===== config.mk =====
export PLATFORM = sky130hd
export DESIGN_NAME = stack_exec
export DESIGN_NICKNAME = d
export VERILOG_FILES = /design/src/rtl/stack_pkg.sv /design/src/rtl/stack_ram.sv /design/src/rtl/stack_exec.sv
export SDC_FILE = /design/constraint.sdc
export NUM_CORES = 1
export LEC_CHECK = 0
export BUFFER_PORTS_ARGS = -buffer_cell sky130_fd_sc_hd__buf_4
export CORE_MARGIN = 4
export CORE_UTILIZATION = 50
export DETAILED_ROUTE_END_ITERATION = 10
export PLACE_DENSITY = 0.77
export SETUP_SLACK_MARGIN = 0.15
export SYNTH_ARGS = -nofsm -noshare
export SYNTH_HDL_FRONTEND = slang
export SYNTH_SLANG_ARGS = --single-unit

===== constraint.sdc =====
create_clock -name iClk -period 2.8 [get_ports iClk]
set_input_delay 0.14 -clock iClk [delete_from_list [all_inputs] [get_ports iClk]]
set_output_delay 0.14 -clock iClk [all_outputs]
set_load 0.01 [all_outputs]

===== src/rtl/stack_pkg.sv =====
// rtl/stack_pkg.sv - command codes, FSM states and shared types for the stack executor
package stack_pkg;

    localparam logic [4:0] CMD_IDLE = 5'd0;
    localparam logic [4:0] CMD_PSH  = 5'd1;
    localparam logic [4:0] CMD_POP  = 5'd2;
    localparam logic [4:0] CMD_ADD  = 5'd3;
    localparam logic [4:0] CMD_SUB  = 5'd4;
    localparam logic [4:0] CMD_TOP  = 5'd5;
    localparam logic [4:0] CMD_RST  = 5'd6;
    localparam logic [4:0] CMD_INC  = 5'd7;
    localparam logic [4:0] CMD_DEC  = 5'd8;

    localparam logic [0:0] S_IDLE  = 1'b0;
    localparam logic [0:0] S_FETCH = 1'b1;

    typedef enum logic [1:0] {OP_POP, OP_ADD, OP_SUB} op_e;

    // Source of the display data register: nothing, the cached TOS, or the RAM display port.
    typedef enum logic [1:0] {DSEL_ZERO, DSEL_TOP, DSEL_RAM} dsel_e;

endpackage


===== src/rtl/stack_ram.sv =====
// rtl/stack_ram.sv - DEPTH x WIDTH regfile, one sync write port, two sync read ports
module stack_ram #(
    parameter int WIDTH = 8,
    parameter int DEPTH = 16,
    parameter int AW    = 4
) (
    input  logic             clk,
    input  logic             we,
    input  logic [AW-1:0]    waddr,
    input  logic [WIDTH-1:0] wdata,
    input  logic [AW-1:0]    raddr,
    output logic [WIDTH-1:0] rdata,
    input  logic [AW-1:0]    daddr,
    output logic [WIDTH-1:0] ddata
);

    logic [WIDTH-1:0] mem [DEPTH];

    // Reads sample the array before this edge's write lands (read-before-write).
    always_ff @(posedge clk) begin
        if (we)
            mem[waddr] <= wdata;
        rdata <= mem[raddr];
        ddata <= mem[daddr];
    end

endmodule


===== src/rtl/stack_exec.sv =====
// rtl/stack_exec.sv - executes button command codes on an integer stack with cached TOS
module stack_exec
    import stack_pkg::*;
#(
    parameter int WIDTH = 8,
    parameter int DEPTH = 16
) (
    input  logic                      iClk,
    input  logic                      iRst,
    input  logic [4:0]                iCmd,
    input  logic [WIDTH-1:0]          iData,
    output logic [WIDTH-1:0]          oTop,
    output logic [$clog2(DEPTH):0]    oCount,
    output logic                      oEmpty,
    output logic                      oFull,
    output logic                      oBusy,
    output logic                      oErr,
    output logic [$clog2(DEPTH)-1:0]  oDispAddr,
    output logic [WIDTH-1:0]          oDispData
);

    localparam int AW = $clog2(DEPTH);
    localparam logic [AW:0] FULL_COUNT = (AW+1)'(DEPTH);

    logic [0:0]       state;
    op_e              op_q;
    logic [WIDTH-1:0] top_q;
    logic [AW:0]      count_q;
    logic             err_q;
    logic [AW-1:0]    disp_addr_q;
    dsel_e            disp_sel_q;
    logic [WIDTH-1:0] disp_top_q;

    logic [AW:0]      count_m1;
    logic [AW:0]      count_m2;
    logic [AW:0]      disp_addr_p1;
    logic             empty;
    logic             full;
    logic             ram_we;
    logic [WIDTH-1:0] rdata;
    logic [WIDTH-1:0] ddata;

    assign count_m1     = count_q - 1'b1;
    assign count_m2     = count_q - 2'd2;
    assign disp_addr_p1 = {1'b0, disp_addr_q} + 1'b1;
    assign empty        = (count_q == '0);
    assign full         = (count_q == FULL_COUNT);

    // Pushing onto a non-empty stack spills the cached TOS into the RAM slot below the new top.
    assign ram_we = (state == S_IDLE) && (iCmd == CMD_PSH) && !full && !empty;

    stack_ram #(.WIDTH(WIDTH), .DEPTH(DEPTH), .AW(AW)) u_ram (
        .clk   (iClk),
        .we    (ram_we),
        .waddr (count_m1[AW-1:0]),
        .wdata (top_q),
        .raddr (count_m2[AW-1:0]),
        .rdata (rdata),
        .daddr (disp_addr_q),
        .ddata (ddata)
    );

    always_ff @(posedge iClk or posedge iRst) begin
        if (iRst) begin
            state       <= S_IDLE;
            op_q        <= OP_POP;
            top_q       <= '0;
            count_q     <= '0;
            err_q       <= 1'b0;
            disp_addr_q <= '0;
            disp_sel_q  <= DSEL_ZERO;
            disp_top_q  <= '0;
        end else begin
            disp_top_q <= top_q;
            if (disp_addr_p1 == count_q)
                disp_sel_q <= DSEL_TOP;
            else if (disp_addr_p1 < count_q)
                disp_sel_q <= DSEL_RAM;
            else
                disp_sel_q <= DSEL_ZERO;

            if (state == S_FETCH) begin
                case (op_q)
                    OP_ADD:  top_q <= rdata + top_q;
                    OP_SUB:  top_q <= rdata - top_q;
                    default: top_q <= rdata;
                endcase
                count_q <= count_m1;
                state   <= S_IDLE;
            end else begin
                case (iCmd)
                    CMD_PSH: begin
                        if (full) begin
                            err_q <= 1'b1;
                        end else begin
                            top_q   <= iData;
                            count_q <= count_q + 1'b1;
                        end
                    end
                    CMD_POP: begin
                        if (empty) begin
                            err_q <= 1'b1;
                        end else if (count_q == (AW+1)'(1)) begin
                            top_q   <= '0;
                            count_q <= '0;
                        end else begin
                            op_q  <= OP_POP;
                            state <= S_FETCH;
                        end
                    end
                    CMD_ADD, CMD_SUB: begin
                        if (count_q < (AW+1)'(2)) begin
                            err_q <= 1'b1;
                        end else begin
                            op_q  <= (iCmd == CMD_ADD) ? OP_ADD : OP_SUB;
                            state <= S_FETCH;
                        end
                    end
                    CMD_RST: begin
                        top_q       <= '0;
                        count_q     <= '0;
                        err_q       <= 1'b0;
                        disp_addr_q <= '0;
                        disp_sel_q  <= DSEL_ZERO;
                        disp_top_q  <= '0;
                    end
                    CMD_TOP: disp_addr_q <= empty ? '0 : count_m1[AW-1:0];
                    CMD_INC: disp_addr_q <= disp_addr_q + 1'b1;
                    CMD_DEC: disp_addr_q <= disp_addr_q - 1'b1;
                    default: ;
                endcase
            end
        end
    end

    always_comb begin
        oDispData = '0;
        case (disp_sel_q)
            DSEL_TOP: oDispData = disp_top_q;
            DSEL_RAM: oDispData = ddata;
            default:  oDispData = '0;
        endcase
    end

    assign oTop      = top_q;
    assign oCount    = count_q;
    assign oEmpty    = empty;
    assign oFull     = full;
    assign oBusy     = (state == S_FETCH);
    assign oErr      = err_q;
    assign oDispAddr = disp_addr_q;

endmodule


Word level (Yosys, flattened, before mapping)
Memories as Yosys holds them, arrays and structs flattened. A register that Yosys moved wholly into a read port is not among the register bits.
Cells that the tools add are included.

word-level totals
  register bits = 31
  latch bits = 0
  bits in writable memories = 128
  bits in read-only memories = 0
  output and inout bits = 29
  word-level logic and storage cells = 95
  memories kept = 1

memories
  name       depth  width  read ports  clocked after Yosys merged registers in  wr ports  RTL line         RTL
  u_ram.mem  16     8      2           2                                        1         stack_ram.sv:17  logic [WIDTH-1:0] mem [DEPTH];

cells by class
  $add $sub $neg = 8
  multipliers = 0
  divide/modulo/power cells = 0
  order comparisons = 2
  equality and inequality tests = 24
  shifts and indexed selects = 0
  mux-type cells = 36
  bitwise logic cells = 1
  reduce and logical (&&, ||, !) cells = 15

operator list
  kind                                                        count
  2-to-1 mux 8 bit                                            6
  one-hot mux 8 bit (2 select lines)                          2
  one-hot mux 8 bit (3 select lines)                          1
  == test 5 x 3 -> 1 bit, second input constant               4
  2-to-1 mux 5 bit                                            4
  2-to-1 mux 2 bit                                            8
  one-hot mux 4 bit (4 select lines)                          1
  one-hot mux 5 bit (3 select lines)                          1
  != test 2 bit, second input constant                        6
  nonzero test 4 bit                                          3
  == test 5 x 1 -> 1 bit, second input constant               2
  == test 5 x 2 -> 1 bit, second input constant               2
  AND reduction 5 bit                                         2
  2-to-1 mux 1 bit                                            9
  != test 3 bit, second input constant                        3
  adder 8 bit                                                 1
  subtractor 8 bit                                            1
  adder 4 x 1 -> 5 bit, second input constant                 1
  adder 5 x 1 -> 5 bit, second input constant                 1
  == test 5 x 4 -> 1 bit, second input constant               1
  == test 5 bit                                               1
  == test 5 bit, second input constant                        1
  zero test 5 bit                                             1
  less-than comparator 5 x 2 -> 1 bit, second input constant  1
  18 further kinds                                            23

Longest topological paths before layout
Gate-level depths: netlist of run 1.

  depth in word-level cells = 6
  depth in mapped cells = 12
  depth with buffers taken out = 11

By module
From an unflattened synthesis of run 1, not the netlist that was laid out.

second synthesis, totals
  cells, all modules = 612
  area total of the unflattened synthesis = 8979.9 um2

by module, submodules not included
  module      times used  cells an instance  area an instance (um2)  seq. area each (um2)
  stack_ram   1           307                6344.8                  4164.0
  stack_exec  1           305                2635.0                  775.7

Least setup slack after synthesis of run 1
Ideal clock, no wire load.

  path type = register to register
  start point = register top_q[0], in the netlist oTop[0]
  end point = register top_q[7], in the netlist oTop[7]
  library setup time = 0.071 ns
  data arrival time = 2.803 ns
  data required time = 2.729 ns
  path slack = -0.074 ns
  cell stages (with the launch flop) = 12
  path buffers = 0
  period minus slack after synthesis = 2.874 ns
  cells stage by stage = dfrtp_1 inv_1 ha_1 a31oi_1 xnor2_1 ha_1 and2_4 a22o_1 a311o_1 and4_4 a311o_1 nor2_1

on the way
  longest elaborated chain between the ends = 3
  elaborated cells between the ends (all ways) = 4
  those cells by class = add/sub: 2; mux: 2

ends and longest elaborated chain
  element                                                 RTL line                            RTL
  from (decl)                                             stack_exec.sv:27                    logic [WIDTH-1:0] top_q;
  from (signal assigned)                                  stack_exec.sv:84                    OP_ADD: top_q <= rdata + top_q;
  from (signal assigned)                                  stack_exec.sv:85                    OP_SUB: top_q <= rdata - top_q;
  from (signal assigned)                                  stack_exec.sv:86                    default: top_q <= rdata;
  subtractor 8 bit / adder 8 bit (equally long branches)  stack_exec.sv:85, stack_exec.sv:84
  one-hot mux 8 bit (2 select lines) (*)                  stack_exec.sv:83                    case (op_q)
  2-to-1 mux 8 bit (*)                                    stack_exec.sv:82                    if (state == S_FETCH) begin

Mark *: on every way between the ends. The rest lies on a longest branch, timed or not.
A chain may end at the register's enable or synchronous reset.

Worst setup path in the final report of run 1
  start point = register top_q[1], in the netlist oTop[1]
  end point = register top_q[7], in the netlist oTop[7]

The elaborated chain is that of the path after synthesis.

==> flow_summary_export.csv, run 1 <==
group,metric,value,unit
routing,vias,5598,
critical_path,path_cells,"buf_4 -> nor3_4 -> nor2_2 -> xnor2_1 -> ha_1 -> and2_4 -> a22o_1 -> a311o_1 -> and4_4 -> a311o_1 -> nor2_1",
clocking,numCtsBuffers,17,
status,status,"finished, final reports clean",
global_route,track_usage,22.3,%
place,place.gp.congestion,0.868,
critical_path,crit_type,"register to register",
routing,wl_per_cell,24.6,um
synth,synth_edf_count,128,
routing,drtIter0Drc,564,
sta,max_freq,375,MHz
sta,hold_viol,0,
routing,vias_per_cell,6.35,
synth,yosysMostFrequentCell,"edfxtp_1",
sta,fin_ws,134,ps
place,detailed_place_hpwl,15.1,mm
synth,synth_mux_area_share,21.9,%
pwr,vdd_ir_drop_max,0.623,mV
floorplan,start_util,51.2,%
min_path,holdPathStages,3,
synth,seq_area_frac_synth,55.8,%
flow_run,cap_violations,0,
critical_path,cpMaxStageDelayCell,"dfrtp_2",
critical_path,cp_max_fo,4,
synth,synth.net_count,614,
critical_path,max_stage_delay,430,ps
sta,min_period,2670,ps
synth,synth-compound-area-share,5.98,%
min_path,hp-class,"input port to register",
synth,synthTopCellsByArea,"edfxtp_1 (43%), mux4_2 (20%), dfrtp_1 (8.8%)",
place,place_inst,842,
clocking,worstSkewPairLatency,420,ps
cells_and_area,multi_input_area,3710,um2
synth,yosys-top-cells-count,"edfxtp_1 (128), mux4_2 (80), nor2_1 (49), dfrtp_1 (31), ha_1 (28)",
synth,ys_async_sr_fraction,17.7,%
sta,fin_hold_ws,27.9,ps
floorplan,ioPinCount,44,
global_route,grt_remaining_overflow,0,
sta,rsz0062_at_grt,"yes",
critical_path,start_kind,"register",
global_route,antenna_found_initial,0,
synth,ys_warn_count,0,
sta,setup_tns,0,ps
floorplan,design.core.area,17300,um2
sta,slew_viol_final,0,
critical_path,r2r_end,"oTop[7]$_DFFE_PP0P_",
synth,synthFlopType,"edfxtp_1",
routing,ant_nets,0,
critical_path,cp_common_cell,"a311o_1",
synth,synth-xor-area-share,2.06,%
critical_path,cp-startpoint,"oTop[1]$_DFFE_PP0P_",
critical_path,r2r_setup_slack,130,ps
cells_and_area,regArea,4950,um2
cells_and_area,fin_area,10300,um2
synth,synth-simple-area-share,6.66,%
critical_path,r2r_cells,11,
routing,route.detailed.drc,0,
floorplan,dieArea,19900,um2
place,place_ws,77.1,ps
floorplan,die_y,141,um
cells_and_area,fin_cells,881,
floorplan,num_rows,48,
synth,synth_top_family_by_area,"multiplexers",
synth,syn_inst,569,
routing,routed_wl,21.7,mm
min_path,hold_start,"iData[5]",
synth,syn_area,8850,um2
place,place_area,9670,um2
global_route,grt_first_pass_wirelength,33.7,mm
min_path,hold_end,"oTop[5]$_DFFE_PP0P_",
cells_and_area,diodes,0,
pwr,power.density,1030,nW/um2
critical_path,r2r_start,"oTop[1]$_DFFE_PP0P_",
sta,max-slew-margin-rel,34.1,%
synth,syn_area_per_cell,15.6,um2
clocking,ctsHtreeMaxLevel,4,
synth,synth_cell_types,65,
synth,ys_ff_latch,175,
global_route,grt_pass1_vias,5675,
critical_path,cp-end-kind,"register",
synth,synth_top_area_share,43.4,%
clocking,root_buffer,"clkbuf_16",
global_route,grt_max_degree,39,
clocking,cts_tree,"yes",
floorplan,fp.dieW,141,um
synth,synth_adder_area_share,4.41,%
clocking,path_clk_slew,70,ps
clocking,clockBufferDepth,2,
sta,post-route-period-util,95.2,%
sta,setup_viol,0,
sta,worstMarginPinSlew,987,ps
cells_and_area,area_delta_synth_final,16.7,%
clocking,clock_sinks,175,
synth,synth.largest_area_cell,"edfxtp_1",
cells_and_area,nFillCells,1234,
pwr,p_leak,3.75,nW
routing,dr.pass1.iters,5,
place,port_buffers,43,
critical_path,cp.arrival,3020,ps
sta,clock_skew,6.46,ps
cells_and_area,layout.nets,688,
critical_path,crit_required,3150,ps
cells_and_area,drive_gt1_share,36.0,%
## metal layers
metal  GRT usage [%]  routed length, um  vias to the layer above
met5               0                  0                        -
met4            7.85                533                        0
met3            4.34               1520                       38
met2            37.1              11000                      265
met1            29.7               8630                     2897
li1                -                  -                     2398
## kinds of logic (layout without fill, tap and decap cells)
logic type / count (synthesis) / count (layout)
DFF: 175 / 175
AOI/OAI and AO/OA: 77 / 77
adders and majority gates: 30 / 30
buffers and inverters: 58 / 145
muxes: 93 / 93
and+or+nand+nor: 116 / 116
xor gates and xnor gates: 20 / 20
## cells in the final DEF, fill, tap and decap left out, types with 5 or more instances in the layout
cell type / netlist / routed
a22oi_1: 11 / 11
nand2_1: 19 / 19
dfrtp_2: 0 / 5
mux4_2: 80 / 80
ha_1: 28 / 25
clkbuf_16: 0 / 17
inv_1: 22 / 20
mux2i_1: 7 / 7
dfxtp_1: 16 / 16
a211oi_1: 6 / 5
edfxtp_1: 128 / 128
a21oi_1: 20 / 20
buf_4: 3 / 81
xor2_1: 6 / 6
clkinv_1: 1 / 5
mux2_1: 5 / 5
xnor2_1: 13 / 13
nor2_1: 49 / 36
buf_12: 0 / 6
and3_1: 8 / 8
nor3_1: 10 / 8
nor2_2: 0 / 13
o21ai_1: 5 / 5
nor2b_1: 6 / 6
dfrtp_1: 31 / 26
inv_6: 0 / 5
## report_power, final
part	switching (mW)	internal [mW]	total, mW
sequential	0.265	3.35	3.62
clock	1.05	1.17	2.22
combinational	2.55	2.20	4.75
total	3.86	6.73	10.6
## final cells by class
type                    count  area share, %
flip-flops and latches    175           47.9
multi-input cells         336           35.9
repair buffers             89           7.26
clock buffers              17           4.12
well taps                 225           2.73
clock inverters            15           1.24
inverters                  24          0.872
## worst max-delay path: cells and delay by family (launching register included)
kind	cells	cell delay, ps
buffers and inverters	1	150
AND/OR/NAND/NOR	5	680
adder cells (fa/ha/maj)	1	340
XOR/XNOR	1	120
AO/OA/AOI/OAI	3	880
flip-flops	1	430
## worst max path at each step
stage	slack (ps)	depth (start not counted)	to
floorplan	60	11	oTop[7]$_DFFE_PP0P_
global placement	130	11	oTop[7]$_DFFE_PP0P_
global route	60	11	oTop[7]$_DFFE_PP0P_
detailed placement	80	11	oTop[7]$_DFFE_PP0P_
finish	130	11	oTop[7]$_DFFE_PP0P_
CTS	150	9	oTop[7]$_DFFE_PP0P_
## state kept, by name, indices dropped and copies added, names as in the netlist
name,cells
oErr,1
disp_sel_q,2
oCount,5
oTop,8
op_q,2
oBusy,1
u_ram.rdata,8
disp_top_q,8
oDispAddr,4
u_ram.ddata,8
u_ram.mem,128
## per-stage QoR
step	util [%]	total power [mW]
finish	59.7	10.6
CTS	59.3	10.5
detailed placement	55.9	8.13
floorplan	-	6.69
global route	59.7	11.1
global placement	55.9	7.96
## repair_timing
| item | 4_1_cts | 5_1_grt |
|---|---|---|
| hold buffers | 1 | 0 |
| buffers inserted | 3 | 3 |
| setup endpoints to repair | 1 | 13 |
| gates cloned | 0 | 0 |
| resized for setup | 1 | 13 |
| pin swaps | 2 | 4 |
| hold endpoints to repair | 22 | 0 |
No activity file was read; power rests on OpenSTA's default activity.
==> inputs of run 2 (changes only) <==
Settings changed: CORE_MARGIN 4 to 1.5.
==> flow_summary_export.csv, run 2 (synthesized netlist as in run 1, its figures left out) <==
group,metric,value,unit
pwr,swShare,36.7,%
global_route,grt.busiest_layer,"met2",
clocking,clock_sinks,175,
global_route,use_met3,5.37,%
sta,max_freq,387,MHz
floorplan,start_util,51.2,%
routing,routed_wl,22.6,mm
sta,worstMarginPinSlew,636,ps
routing,vias,5677,
critical_path,cp_max_fo,4,
min_path,hp-class,"input port to register",
pwr,vdd_ir_drop_max,0.646,mV
critical_path,cp-end-kind,"register",
cells_and_area,top_register,"u_ram.mem",
critical_path,cp.arrival,2940,ps
routing,ant_nets,0,
global_route,grt_remaining_overflow,0,
cells_and_area,final_cell_mix,"edfxtp_1 (128), buf_4 (90), mux4_2 (80)",
sta,post-route-period-util,92.2,%
floorplan,dieArea,18500,um2
global_route,use_met2,42.5,%
clocking,root_buffer,"clkbuf_16",
pwr,finalPower,10.7,mW
cells_and_area,diodes,0,
critical_path,crit_required,3160,ps
global_route,track_usage,26.0,%
global_route,grt_max_degree,39,
pwr,power_switching,3.93,mW
cells_and_area,fin_area,10300,um2
place,place_area,9640,um2
sta,clock_skew,8.12,ps
critical_path,crit_type,"register to register",
sta,fin_ws,218,ps
routing,route.detailed.drc,0,
cells_and_area,final_common_cell,"edfxtp_1",
routing,vias_per_cell,6.42,
place,place_ws,89.1,ps
clocking,ctsHtreeMaxLevel,4,
critical_path,start_kind,"register",
global_route,grt_pass1_vias,5795,
clocking,cts_tree,"yes",
pwr,p_comb_share,44.5,%
sta,setup_viol,0,
sta,slew_viol_final,0,
cells_and_area,area_delta_synth_final,16.8,%
floorplan,fp.dieW,136,um
clocking,clockBufferDepth,2,
clocking,numCtsBuffers,17,
cells_and_area,largest_reg_flops,128,
pwr,internal_power,6.76,mW
pwr,power.density,1030,nW/um2
cells_and_area,nFillCells,1272,
routing,wl_per_cell,25.5,um
floorplan,ioPinCount,44,
place,place.gp.congestion,0.914,
global_route,grtUsageMet1,34.9,%
sta,setup_tns,0,ps
clocking,worstSkewPairLatency,430,ps
sta,rsz0062_at_grt,"yes",
cells_and_area,layout.nets,691,
sta,min_period,2580,ps
status,status,"finished, final reports clean",
place,port_buffers,43,
sta,hold_viol,0,
routing,dr.pass1.iters,7,
cells_and_area,regArea,4940,um2
cells_and_area,drive_gt1_share,36.6,%
pwr,p_clk_share,21.8,%
global_route,grt_first_pass_wirelength,34.6,mm
place,detailed_place_hpwl,15.0,mm
global_route,antenna_found_initial,0,
floorplan,num_rows,48,
pwr,p_leak,3.78,nW
sta,max-slew-margin-rel,57.6,%
clocking,path_clk_slew,70,ps
floorplan,design.core.area,17300,um2
flow_run,cap_violations,0,
routing,drtIter0Drc,559,
floorplan,die_y,136,um
cells_and_area,multi_input_area,3730,um2
pwr,seqPwrFrac,33.7,%
-- run 2: repair_timing --
action | CTS | global route
pin swaps | 3 | 6
hold endpoints to repair | 31 | 0
setup buffers | 3 | 2
hold buffers | 1 | 0
resized for setup | 2 | 11
setup endpoints to repair | 1 | 10
-- run 2: area by class of cell --
cell class | count | share of cell area (%)
inverter | 24 | 0.871
clock inverter | 14 | 1.37
sequential | 175 | 47.8
tap | 225 | 2.72
timing repair buffer | 92 | 6.82
clock buffer | 18 | 4.36
multi-input combinational | 336 | 36.0
-- run 2: power groups by stage --
stage | combinational, mW | sequential (mW) | clock, mW
floorplan | 2.92 | 3.77 | 0
global placement | 4.37 | 3.61 | 0
detailed placement | 4.48 | 3.64 | 0
CTS | 4.60 | 3.58 | 2.37
global route | 5.13 | 3.63 | 2.47
finish | 4.76 | 3.60 | 2.33
-- run 2: path summary, 6_finish.rpt --
path / from / end / slack [ps] / cells after the start
worst max-delay path: oTop[1]$_DFFE_PP0P_ / oTop[7]$_DFFE_PP0P_ / 220 / 11
worst min-delay path: iData[5] / oTop[5]$_DFFE_PP0P_ / 30 / 3
worst max register to register: oTop[1]$_DFFE_PP0P_ / oTop[7]$_DFFE_PP0P_ / 220 / 11
worst min register to register: oErr$_DFFE_PP0P_ / oErr$_DFFE_PP0P_ / 520 / 2
max in group asynchronous: iRst / oTop[1]$_DFFE_PP0P_ / 2110 / 4
min in group asynchronous: iRst / oDispAddr[3]$_DFFE_PP0P_ / 350 / 4
-- run 2: critical path, cell delays in order (launching register included) --
cell and delay, ps:
dfrtp_2 440, inv_2 90, ha_4 160, a31oi_4 90
xnor2_1 140, ha_1 300, and2_4 170, a22o_1 210
a311o_1 370, and4_4 160, a311o_1 300, nor2_1 90
-- run 2: per-stage QoR --
stage | utilization [%] | cells | hold WS, ps
6_report | 59.8 | 884 | 31.8
2_1_floorplan | - | 569 | 243
3_3_place_gp | 55.7 | 846 | 258
5_1_grt | 59.8 | 884 | 45.2
4_1_cts | 59.4 | 882 | 23.5
3_5_place_dp | 55.7 | 846 | 267
-- run 2: metal layers --
| layer | vias to the layer above | part of all wire [%] |
|---|---|---|
| met5 | - | 0 |
| met4 | 0 | 2.5 |
| met3 | 53 | 6.9 |
| met2 | 280 | 51 |
| met1 | 2938 | 40 |
| li1 | 2406 | - |
